**config.mk**
```make
export PLATFORM = sky130hd
export DESIGN_NAME = line_buffer_ctrl
export DESIGN_NICKNAME = d
export VERILOG_FILES = /design/src/rtl/line_buffer_ctrl.sv
export SDC_FILE = /design/constraint.sdc
export NUM_CORES = 1
export LEC_CHECK = 0
export ABC_CLOCK_PERIOD_IN_PS = 3550
export CORE_AREA = 4 4 253 255
export DETAILED_ROUTE_END_ITERATION = 8
export DIE_AREA = 0 0 257 259
export PLACE_DENSITY = 0.64
export SLEW_MARGIN = 20
export SYNTH_ARGS = -nofsm -noshare
export SYNTH_HDL_FRONTEND = slang
export SYNTH_SLANG_ARGS = --single-unit
```
**constraint.sdc**
```tcl
create_clock -name clk -period 3.55 [get_ports clk]
set_input_delay 0.71 -clock clk [delete_from_list [all_inputs] [get_ports clk]]
set_output_delay 0.71 -clock clk [all_outputs]
set_load 0.05 [all_outputs]
```
**src/rtl/line_buffer_ctrl.sv**
```systemverilog
// line_buffer_ctrl: ping-pong line memory that replays each active line
// together with its syncs and DE exactly one line period (HTOT clocks) later.
module line_buffer_ctrl #(
    parameter int HTOT = 15,
    parameter int HACT = 10
) (
    input  logic       clk,
    input  logic       rstn,
    input  logic       i_vsync,
    input  logic       i_hsync,
    input  logic       i_de,
    input  logic [9:0] i_r_data,
    input  logic [9:0] i_g_data,
    input  logic [9:0] i_b_data,
    output logic       o_vsync,
    output logic       o_hsync,
    output logic       o_de,
    output logic [9:0] o_r_data,
    output logic [9:0] o_g_data,
    output logic [9:0] o_b_data
);

    localparam int AW = (HACT > 1) ? $clog2(HACT) : 1;
    localparam logic [AW-1:0] ALAST = AW'(HACT - 1);

    // {vsync, hsync, de}; index 0 is one clock old
    logic [2:0]    sync_pipe [HTOT];

    logic [29:0]   mem [2][HACT];
    logic [29:0]   rd_word;
    logic          rd_ok;

    logic [AW-1:0] wr_addr;
    logic [AW-1:0] rd_addr;
    logic          wr_bank;
    logic [1:0]    written;
    logic          wr_arm;

    logic          de_prev;
    logic          de_fall;
    logic          wr_en;
    logic          rd_stb;
    logic          rd_bank;

    assign de_prev = sync_pipe[0][0];
    assign de_fall = de_prev & ~i_de;
    // wr_arm stays low until a blanking sample is seen after reset,
    // so a line already in progress at reset release is never stored
    assign wr_en   = i_de & wr_arm;
    assign rd_stb  = sync_pipe[HTOT-2][0];
    assign rd_bank = ~wr_bank;

    assign o_vsync = sync_pipe[HTOT-1][2];
    assign o_hsync = sync_pipe[HTOT-1][1];
    assign o_de    = sync_pipe[HTOT-1][0];

    assign {o_r_data, o_g_data, o_b_data} = rd_ok ? rd_word : 30'd0;

    // Sync/DE delay line of HTOT stages
    always_ff @(posedge clk or posedge rstn) begin
        if (rstn) begin
            for (int i = 0; i < HTOT; i++) begin
                sync_pipe[i] <= 3'b000;
            end
        end else begin
            sync_pipe[0] <= {i_vsync, i_hsync, i_de};
            for (int i = 1; i < HTOT; i++) begin
                sync_pipe[i] <= sync_pipe[i-1];
            end
        end
    end

    // Write address, bank ping-pong and per-bank written flags
    always_ff @(posedge clk or posedge rstn) begin
        if (rstn) begin
            wr_addr <= '0;
            wr_bank <= 1'b0;
            written <= 2'b00;
            wr_arm  <= 1'b0;
        end else begin
            if (!i_de) begin
                wr_arm <= 1'b1;
            end
            if (de_fall) begin
                wr_addr <= '0;
                if (wr_arm) begin
                    written[wr_bank] <= 1'b1;
                    wr_bank          <= ~wr_bank;
                end
            end else if (wr_en && (wr_addr != ALAST)) begin
                wr_addr <= wr_addr + 1'b1;
            end
        end
    end

    // Read address follows the delayed DE strobe, one clock ahead of o_de
    always_ff @(posedge clk or posedge rstn) begin
        if (rstn) begin
            rd_addr <= '0;
            rd_ok   <= 1'b0;
        end else begin
            rd_ok <= rd_stb & written[rd_bank];
            if (!rd_stb) begin
                rd_addr <= '0;
            end else if (rd_addr != ALAST) begin
                rd_addr <= rd_addr + 1'b1;
            end
        end
    end

    // Line memory: write the filling bank, read the other one
    always_ff @(posedge clk) begin
        if (wr_en) begin
            mem[wr_bank][wr_addr] <= {i_r_data, i_g_data, i_b_data};
        end
        rd_word <= mem[rd_bank][rd_addr];
    end

endmodule

```
### After elaboration in Yosys (flattened, before gate mapping)

Memories as Yosys holds them, arrays and structs flattened.
Cells that the tools add are included.

| word-level totals | value |
|---|---|
| output and inout bits | 33 |
| memory bits (writable) | 600 |
| register bits after elaboration | 88 |
| memories kept | 1 |
| word-level logic and storage cells | 63 |

Memory list:

| memory | depth | width | read ports | clocked after memory_dff | wr ports | line | text |
|---|---|---|---|---|---|---|---|
| mem | 2 | 300 | 1 | 0 | 1 | 29 | `logic [29:0] mem [2][HACT];` |

| cells by class | value |
|---|---|
| bitwise operators | 8 |
| equality and inequality tests | 3 |
| $lt $le $gt $ge | 6 |
| reduce and logical (&&, ||, !) cells | 5 |
| add/sub/neg operators | 2 |
| mux-type cells | 16 |

Operators with widths:

| operator | count |
|---|---|
| 300-bit two-way mux | 1 |
| 30-bit binary-select mux with 4-bit select | 1 |
| 30-bit demux with 4-bit select | 1 |
| 30-bit two-way mux | 4 |
| 4-bit two-way mux | 4 |
| 5-bit greater-or-equal comparator, second input constant | 2 |
| 4-bit NOT with 5-bit output | 2 |
| 4-bit by 1-bit adder with 4-bit output, second input constant | 2 |
| 4-bit != test, second input constant | 2 |
| 5-bit by 1-bit less-than comparator with 1-bit output, second input constant | 1 |
| 1-bit by 2-bit less-than comparator with 1-bit output, second input constant | 2 |
| 1-bit two-way mux | 4 |
| 1-bit AND | 3 |
| 1-bit logical AND | 3 |
| 2-bit by 1-bit != test with 1-bit output, second input constant | 1 |
| 1-bit NOT | 2 |
| 2-bit bitwise OR | 1 |
| 2-bit AND reduction | 1 |
| 2-bit nonzero test | 1 |
| 1-bit demux with 1-bit select | 1 |
| 1-bit greater-or-equal comparator, second input constant | 1 |

### Depth between registers and ports, before layout

| logic depth | value |
|---|---|
| depth after elaboration | 6 |
| gate-level depth with buffers | 8 |
| mapped depth without buffers | 5 |

### Worst setup path after synthesis

Ideal clock, no wire load.

| timing | value |
|---|---|
| kind | input -> register |
| from | in i_de |
| to | mem mem[0][30] (netlist bit), enable pin |
| data required time | 3.095 ns |
| cell stages on the path | 3 |
| path buffers | 1 |
| data arrival time | 3.333 ns |
| setup slack | -0.238 ns |
| setup time | 0.455 ns |
| path through | clkbuf_1 -> nand3_1 -> nor3_1 |

| between the ends | value |
|---|---|
| cells in the longest elaborated chain, start to end | 3 |

Ends and longest elaborated chain:

| item | line | text |
|---|---|---|
| start, declared | 11 | `input logic i_de,` |
| 1-bit AND | 49 | `assign wr_en = i_de & wr_arm;` |
| 1-bit two-way mux | 113 | `if (wr_en) begin` |
| 300-bit two-way mux (implied by the code) | 114 | `mem[wr_bank][wr_addr] <= {i_r_data, i_g_data, i_b_data};` |
| end, declared | 29 |  |

Every way passes these cells.

### Worst setup path after layout

| timing | value |
|---|---|
| from | reg rd_ok |
| to | out o_b_data[7] |

| between the ends | value |
|---|---|
| cells in the longest elaborated chain, start to end | 1 |

Ends and longest elaborated chain:

| item | line | text |
|---|---|---|
| start, declared | 31 | `logic rd_ok;` |
| start signal, assigned | 102 | `rd_ok <= rd_stb & written[rd_bank];` |
| 30-bit two-way mux | 57 | `assign {o_r_data, o_g_data, o_b_data} = rd_ok ? rd_word : 30'd0;` |
| end, declared | 20 | `output logic [9:0] o_b_data` |

Every way passes these cells.

==> results.json <==
{
  "dp_hpwl_mm": 33.6,
  "rrSetupSlack_ns": 1.07,
  "min_to": "sync_pipe[17]",
  "cts_tree": "done",
  "grtUsageTotal": 0.169,
  "max_freq_mhz": 338,
  "final.min_clock_period_ns": 2.96,
  "final_cell_mix": "edfxtp_1 (600), mux2i_1 (151), mux4_2 (90), clkbuf_16 (73), clkdlybuf4s50_1 (67)",
  "grt_overflow": 0,
  "avgSynthCellArea_sq_um": 20.4,
  "die_area_sq_um": 66600,
  "drt_iter0_drc": 1055,
  "nNetsFinal": 1432,
  "relSlewSlack": 0.314,
  "ys_types": 43,
  "clock-sinks": 688,
  "worstMarginPinSlew_ns": 1.03,
  "routed_wl_mm": 55.9,
  "path_clk_slew_ns": 0.06,
  "synth_nets": 1299,
  "ys_seq_elements": 688,
  "cts_root_buffer": "clkbuf_16",
  "clk_latency_ns": 0.61,
  "powerDensity_nw_per_um2": 693,
  "ir_drop_uv": 504,
  "final_common_cell": "edfxtp_1",
  "drt-vias-per-instance": 5.31,
  "clk_path_buf_depth": 3,
  "rsz0062_at_grt": "no",
  "cp-end-kind": "primary output",
  "startpoint_type": "flop",
  "postCtsHoldBufs": 0,
  "crit_required_ns": 2.84,
  "reg2reg_depth": 4,
  "maxSlewViolCount": 0,
  "cts_setup_buffers": 0,
  "grt_pass1_vias": 12800,
  "whs_path_depth": 0,
  "hp-start": "sync_pipe[20]",
  "ys.warnings.count": 0,
  "die_w_um": 257,
  "postCtsResizedCells": 0,
  "finalPower_mw": 20.8,
  "drcViolationCount": 0,
  "synth_cells": 1258,
  "path_class": "reg -> out",
  "drt-wirelength-per-cell_um": 24.4,
  "die_h_um": 259,
  "drtPass1Iterations": 5,
  "start_util": 0.417,
  "crit_fanout": 16,
  "layout-drive-gt1-share": 0.198,
  "finClkSkew_ns": 0.0204,
  "drv_cap": 0,
  "status": "finished clean",
  "numCtsBuffers": 72,
  "power_leakage_nw": 10.1,
  "tns_ns": 0,
  "synth_area_sq_um": 25700,
  "cp_data_arrival_time_ns": 2.25,
  "grt_pass1_wl_mm": 83.6,
  "core_sq_um": 61600,
  "ys_seq_area_frac": 0.782,
  "finalSetupViolations": 0,
  "fin_crit_sh": 0.833,
  "htreeDepth": 3,
  "area_growth_pct": 16.8,
  "routabilityCongestion": 0.737,
  "io_pins": 68,
  "vias": 12200,
  "async_reset_ff_frac": 0.0843,
  "hold_path.class": "reg -> reg",
  "grt_max_degree": 42,
  "ant_nets": 0,
  "r2r_end": "rd_word[8]",
  "portBuffers": 67,
  "hold_viol": 0,
  "reg2reg_from": "wr_bank",
  "num_rows": 91,
  "antennaDiodeCount": 0,
  "antenna_found_initial": 2,
  "synth_edf_count": 600,
  "ys.flop_type": "edfxtp_1"
}
[kinds of logic (layout without fill, tap and decap cells)]
family,count (synthesis),after routing,share of synthesized area
AOI/OAI and AO/OA,103,103,0.0301
and+or+nand+nor,144,144,0.0278
DFF,688,688,0.782
muxes,241,241,0.138
buffers and inverters,72,265,0.0179
xor gates and xnor gates,4,4,0.00136
adders and majority gates,6,6,0.00293
[flip-flops by register name, indices dropped and copies added (netlist names), 2 cells and up]
name and flops:
rd_word 30, written 2, rd_addr 4, sync_pipe 40
mem 600, wr_addr 4
[critical path, cell delays in order (launching register included)]
cell and delay, ns:
dfrtp_1 0.36, buf_4 0.24, and2_1 0.22, clkdlybuf4s50_1 0.82
[metrics by stage]
step / cell area, sq um / utilization / std cells / worst slack [ns] / hold WS (ns)
after floorplan: 25700 / - / 1258 / 0.535 / 0.331
after global placement: 27600 / 0.449 / 2154 / 0.687 / 0.332
after detailed placement: 27600 / 0.449 / 2154 / 0.690 / 0.335
after CTS: 30000 / 0.487 / 2288 / 0.483 / 0.348
after global routing: 30000 / 0.487 / 2288 / 0.479 / 0.351
final: 30000 / 0.487 / 2288 / 0.594 / 0.346
[cells in the mapped netlist, types with 5 or more instances]
cell type / number / area, sq um
edfxtp_1: 600 / 18000
mux2i_1: 151 / 1510
mux4_2: 90 / 2030
a22oi_1: 60 / 450
dfrtp_1: 58 / 1450
nand2_1: 36 / 135
nand3_1: 34 / 170
clkbuf_1: 33 / 124
and2_1: 31 / 194
dfxtp_1: 30 / 601
o211ai_1: 30 / 225
nor2_1: 24 / 90.1
buf_6: 11 / 124
buf_2: 10 / 50.1
buf_4: 8 / 60.1
ha_1: 6 / 75.1
nor2b_1: 5 / 31.3
[metal layers]
| layer | vias up | global-route usage | wire (um) |
|---|---|---|---|
| met5 | - | 0 | 27 |
| met4 | 4 | 0.0530 | 1520 |
| met3 | 101 | 0.0318 | 2510 |
| met2 | 280 | 0.292 | 28600 |
| met1 | 6434 | 0.220 | 23200 |
| li1 | 5340 | - | - |
[area by class of cell]
| type | instances | area [sq um] |
|---|---|---|
| Tap cell | 837 | 1050 |
| Fill cell | 5055 | 31600 |
| Sequential cell | 688 | 20100 |
| Timing Repair Buffer | 127 | 1200 |
| Clock inverter | 40 | 367 |
| Multi-Input combinational cell | 498 | 5310 |
| Clock buffer | 94 | 1980 |
| Inverter | 4 | 15.0 |
[worst max path at each step]
stage / startpoint / to / slack, ns / cells past startpoint
6_report: rd_ok / o_b_data[7] / 0.59 / 3
5_1_grt: rd_ok / o_b_data[7] / 0.48 / 3
2_1_floorplan: wr_bank / mem[0][270] / 0.54 / 6
3_5_place_dp: i_de / mem[1][238] / 0.69 / 4
3_3_place_gp: i_de / mem[1][219] / 0.69 / 4
4_1_cts: rd_ok / o_b_data[7] / 0.48 / 3
[where the power goes]
group	internal, mW	total (mW)	switching (mW)
clock network	4.32	7.35	3.03
registers	9.33	9.57	0.238
logic	1.67	3.86	2.19
total	15.3	20.8	5.46
No activity file was read; power rests on OpenSTA's default activity.
